## config.mk

```make
export PLATFORM = sky130hd
export DESIGN_NAME = wb_port_arbiter
export DESIGN_NICKNAME = d
export VERILOG_FILES = /design/src/rtl/wb_port_arbiter.sv
export SDC_FILE = /design/constraint.sdc
export NUM_CORES = 1
export LEC_CHECK = 0
export CAP_MARGIN = 10
export CORE_MARGIN = 2
export CORE_UTILIZATION = 49
export CTS_BUF_LIST = sky130_fd_sc_hd__clkbuf_16
export CTS_CLUSTER_SIZE = 8
export DETAILED_ROUTE_END_ITERATION = 12
export PLACE_DENSITY = 0.83
export SYNTH_ARGS = -nofsm -noshare
export SYNTH_HDL_FRONTEND = slang
export SYNTH_SLANG_ARGS = --single-unit
```

## constraint.sdc

```tcl
create_clock -name clk -period 2.65 [get_ports clk]
set_clock_uncertainty 0.1 [all_clocks]
set_input_delay 0.53 -clock clk [delete_from_list [all_inputs] [get_ports clk]]
set_output_delay 0.53 -clock clk [all_outputs]
set_load 0.05 [all_outputs]
```

## src/rtl/wb_port_arbiter.sv

```systemverilog
// Register-file write-port arbiter: shares one RF write port between pipeline writeback and a
// multi-cycle unit, with a one-entry MDU buffer. Define WB_ARB_STARVE_EN to enable the starvation stall.
module wb_port_arbiter #(
   parameter int STARVE_LIMIT = 4
) (
   input  logic        clk,
   input  logic        rst,
   input  logic        wb_wreg,
   input  logic [4:0]  wb_destR,
   input  logic [31:0] wb_dest,
   input  logic        mdu_valid,
   input  logic [4:0]  mdu_destR,
   input  logic [31:0] mdu_data,
   output logic        mdu_ready,
   output logic        rf_we,
   output logic [4:0]  rf_waddr,
   output logic [31:0] rf_wdata,
   output logic        pend_valid,
   output logic [4:0]  pend_destR,
   output logic        wb_stall
);

   typedef enum logic [1:0] {GNT_NONE, GNT_WB, GNT_BUF, GNT_MDU} gnt_e;

   logic        buf_valid;
   logic [4:0]  buf_destR;
   logic [31:0] buf_data;
   logic        mdu_acc;
   logic        buf_capture;
   gnt_e        gnt;
   logic [4:0]  gnt_addr;
   logic [31:0] gnt_data;

   // Out-of-range limits leave an empty marker scope that is visible in the elaborated hierarchy.
   if (STARVE_LIMIT < 1 || STARVE_LIMIT > 15) begin : g_starve_limit_out_of_range
   end

   assign mdu_ready   = ~buf_valid;
   assign mdu_acc     = mdu_valid & ~buf_valid;
   assign pend_valid  = buf_valid;
   assign pend_destR  = buf_valid ? buf_destR : 5'd0;
   assign buf_capture = mdu_acc && (gnt != GNT_MDU);

`ifdef WB_ARB_STARVE_EN
   localparam logic [3:0] STARVE_LIM = 4'(STARVE_LIMIT);

   logic [3:0] age;

   assign wb_stall = buf_valid && (age >= STARVE_LIM);

   always_ff @(posedge clk) begin
      if (!rst) begin
         age <= 4'd0;
      end else if (gnt == GNT_BUF || buf_capture) begin
         age <= 4'd0;
      end else if (buf_valid && age != 4'd15) begin
         age <= age + 4'd1;
      end
   end
`else
   assign wb_stall = 1'b0;
`endif

   // A stall only occurs with the buffer full, so its branch always grants a valid entry.
   always_comb begin
      gnt      = GNT_NONE;
      gnt_addr = buf_destR;
      gnt_data = buf_data;
      if (wb_stall)       gnt = GNT_BUF;
      else if (wb_wreg)   gnt = GNT_WB;
      else if (buf_valid) gnt = GNT_BUF;
      else if (mdu_acc)   gnt = GNT_MDU;
      case (gnt)
         GNT_WB: begin
            gnt_addr = wb_destR;
            gnt_data = wb_dest;
         end
         GNT_MDU: begin
            gnt_addr = mdu_destR;
            gnt_data = mdu_data;
         end
         default: begin
            gnt_addr = buf_destR;
            gnt_data = buf_data;
         end
      endcase
   end

   always_ff @(posedge clk) begin
      if (!rst) begin
         rf_we     <= 1'b0;
         rf_waddr  <= 5'd0;
         rf_wdata  <= 32'd0;
         buf_valid <= 1'b0;
         buf_destR <= 5'd0;
         buf_data  <= 32'd0;
      end else begin
         // r0 is hardwired: the request is consumed but the RF write is suppressed.
         rf_we <= (gnt != GNT_NONE) && (gnt_addr != 5'd0);
         if (gnt != GNT_NONE) begin
            rf_waddr <= gnt_addr;
            rf_wdata <= gnt_data;
         end
         if (gnt == GNT_BUF) begin
            buf_valid <= 1'b0;
            buf_destR <= 5'd0;
            buf_data  <= 32'd0;
         end else if (buf_capture) begin
            buf_valid <= 1'b1;
            buf_destR <= mdu_destR;
            buf_data  <= mdu_data;
         end
      end
   end

endmodule

```

==> summary.md, run 1 <==
| Metric | Value |
|---|---|
| NetSw | 836 uW |
| Clock Tree Root | clkbuf_16 |
| Period minus WS final | ~2.3 ns |
| Post-route DRC | 0 |
| Multiplexer fraction of the synthesized cell area | 18.6% |
| Delay of the slowest cell on the worst path | around 0.84 ns |
| Number of antenna cells inserted | 0 |
| Flip-flop and latch count after synthesis | between 70 and 80 |
| Clock power frac | about 37% |
| Final-stage net count | between 600 and 700 |
| Setup bufs post-CTS | 0 |
| First-pass GRT wire length | between 15 and 20 mm |
| Chain of cells forming the critical path | inv_1, clkdlybuf4s50_1 |
| Source-to-sink clock delay at the later pin of the worst-skew pair | approximately 0.32 ns |
| Max FO, Critical Path | 7 |
| Drt total wl | 9.60 mm |
| Clock tree from TritonCTS | yes |
| Vias in the first global route | about 3,200 |
| Total count of hold-check failures in the final report | 0 |
| Effective utilization at floorplan | between 40% and 50% |
| Switching part of the total power | a little over a quarter |
| Cell at the slowest stage of the critical path | clkdlybuf4s50_1 |
| Clock-pin slew on the worst setup and hold paths | 0.05 ns |
| CTS buffer count | 9 |
| Cells on worst reg2reg path | 4 |
| Pwr per Cell Area | ~600 nW/um2 |
| Post-layout instance area | between 5000 and 6000 um2 |
| Core area | approximately 7100 um2 |
| Pwr Total | 3040 uW |
| Maximum number of pins on one net before global-route repair | just under 70 |
| Area occupied by multi-input gates | approximately 1800 um2 |
| Drt initial violations | 223 |
| Number of distinct library cells after synthesis | 26 |
| Average wire per cell in the routed design | ~15 um |
| Post-Syn Nets | around 510 |
| Number of violations of the max-capacitance limit | 0 |
| Worst min-delay path class | reg2reg |
| Max-slew violation total from the final report | 0 |
| Main combinational cell family by area after synthesis | simple AND/OR/NAND/NOR gates |
| Number of buffers inserted by port buffering | around 120 |
| Growth of design area from synthesis to finish | 42.5% |
| Category of the most critical setup path | reg2out |
| Final Cycle Share | 87.7% |
| Sum of negative setup slack | 0 ns |
| WP data arrival | about 1.7 ns |
| Int Pwr | roughly 2200 uW |
| Share of layout cells above drive strength 1 | under 10% |
| Iteration count of the initial detailed-routing pass | 4 |
| Total instance count after detailed placement | 634 |
| Number of antenna violations at the first check in global routing | 0 |
| Critical register-to-register path endpoint | rf_waddr[1] |
| Count of non-filler cells in the finished layout | around 650 |
| Complex-gate fraction of the synthesized area | 12.9% |
| Netlist Area Pre-Place | approximately 3600 um2 |
| Number of warnings issued by yosys | 0 |
| Instance count of the mapped netlist | 433 |
| RSZ-0062 raised after global routing | false |
| Worst hold path startpoint | buf_data[4] |
| Routability-driven placement congestion ratio | between 0.8 and 0.9 |
| Antenna-violating nets left | 0 |
| Leading register cell type out of synthesis | dfxtp_1 |
| Die outline width | 89.2 um |
| Number of cells traversed by the worst hold path | 2 |
| Static leakage | roughly 0.002 uW |
| Sequential cell area | approximately 1500 um2 |
| Slack of the worst reg-to-reg path | a little over 0.9 ns |
| Final count of negative-setup-slack endpoints | 0 |
| Ports placed on the boundary | about 120 |
| GRT Total Usage | between 20% and 30% |
| Buffer depth of the longest clock path | 2 |
| Synth Area in XOR/XNOR | 0% |
| Comb pwr share | 21.7% |
| Remaining max-slew budget at the tightest pin | approximately three fifths |
| Row cnt | 31 |
| Final HPWL DP | 6.57 mm |
| Max H-tree Level | 3 |
| Post-synthesis sequential area ratio | around 43% |
| Worst Tran Pin Value | between 0.6 and 0.7 ns |
| Area of placed instances | between 4000 and 5000 um2 |
| Hold buffers post-CTS | 0 |
| Adder-cell share of the synthesized area | 0% |
| FFs w/ async S/R, synth | 0% |
| Number of fill cells in the layout | just under 600 |
| Start of the worst register-to-register path | pend_valid |
| Congestion Overflow GR | 0 |
| Die Outline Area | approximately 7900 um2 |
| Kind of launch point of the worst setup path | register |
| Fmax | between 0.4 and 0.5 GHz |
| Die span in y | about 90 um |
| Finished Core Util | a little under three quarters |
| Post-synth EDFFs | 0 |
| Crit end category | output pin |
| Total number of vias | between 3,000 and 4,000 |
| Avg Inst Size Synth | 8.21 um2 |
| Mean number of vias per cell | roughly 5.2 |
| Synth Area in Simple Gates | roughly a fifth |
| Reg power frac | between 40 and 50% |
| Result of the run | completed |
| Endpoint with the worst hold slack | buf_data[4] |
| Sinks on Clock Net | between 70 and 80 |
| Number of resized instances in the post-cts repair step | 0 |
| Worst IR drop on VDD | roughly 420 uV |
| WP data required | a little over 2 ns |
sequential cells by signal (all words and copies together) (netlist names):
| register | flops |
|---|---|
| pend_valid | 1 |
| rf_we | 1 |
| rf_waddr | 5 |
| buf_destR | 5 |
| rf_wdata | 32 |
| buf_data | 32 |
cell type report:
class	count	share of cell area, %
inverter	6	0.445
timing repair buffer	135	25.9
tap	99	2.45
clock inverter	6	0.988
sequential	76	30.1
multi-input combinational	318	35.7
clock buffer	9	4.45
synthesized netlist by cell type (all sizes together) (3+ instances only):
cell / count / share of area [%]
nand2: 118 / 13
dfxtp: 76 / 43
mux2i: 66 / 19
nor2: 40 / 4.2
a21oi: 39 / 5.5
o21ai: 33 / 4.8
buf: 27 / 5.3
clkbuf: 6 / 0.63
inv: 6 / 0.63
and2: 4 / 0.70
nand4bb: 3 / 0.95
o21a: 3 / 0.63
o311a: 3 / 0.85
critical path, delay by kind of cell, from the launching register on:
| family | cells | cell delay, ns |
|---|---|---|
| buf+inv | 2 | 1.02 |
| flops | 1 | 0.35 |
how the worst max path moves through the flow:
| stage | from | to | slack, ns | cells after the start |
|---|---|---|---|---|
| floorplan | pend_valid | pend_destR[0] | 0.21 | 3 |
| global placement | mdu_valid | rf_we | 0.40 | 5 |
| detailed placement | wb_wreg | rf_we | 0.37 | 5 |
| CTS | pend_valid | mdu_ready | 0.32 | 2 |
| global route | pend_valid | pend_destR[4] | 0.25 | 3 |
| finish | pend_valid | mdu_ready | 0.33 | 2 |
power groups by stage:
stage	clock (uW)	sequential, uW	combinational [uW]
floorplan	0	1420	251
global placement	0	1270	645
detailed placement	0	1270	658
CTS	1150	1250	662
global route	1200	1260	706
finish	1130	1250	659
logic make-up after synthesis:
logic type | count (synthesis)
flip-flops | 76
other | 1
AND/OR/NAND/NOR | 168
buffers and inverters | 39
AO/OA/AOI/OAI | 83
multiplexers | 66
placed cells by master, fill, tap and decap left out, types with 2 or more instances in the layout:
cell	count
dfxtp_1	75
and2_1	4
mux2i_1	66
clkdlybuf4s50_1	116
o21a_1	3
o211ai_1	2
o21ai_0	32
o311a_1	3
nand4bb_1	3
buf_4	17
inv_2	2
a21oi_1	39
inv_1	7
clkbuf_16	9
nor2_1	40
nand2_1	117
layer usage:
metal	GRT usage (%)	vias to the layer above	wire (um)
met1	30.3	1602	4110
met5	0	-	0
met2	42.2	117	4780
met4	9.09	0	139
li1	-	1667	-
met3	4.80	11	565
per-stage QoR:
| step | setup slack, ns | hold WS, ns |
|---|---|---|
| after detailed placement | 0.366 | 0.346 |
| after global routing | 0.248 | 0.370 |
| after floorplan | 0.208 | 0.336 |
| after global placement | 0.395 | 0.341 |
| final | 0.326 | 0.352 |
| after CTS | 0.319 | 0.354 |
Note: power is estimated with default switching activity, not from simulation.
==> inputs of run 2 (changes only) <==
- CAP_MARGIN: 10 -> 15
==> results of run 2 <==
Final layout, timing and power as in run 1 (identical DEF).
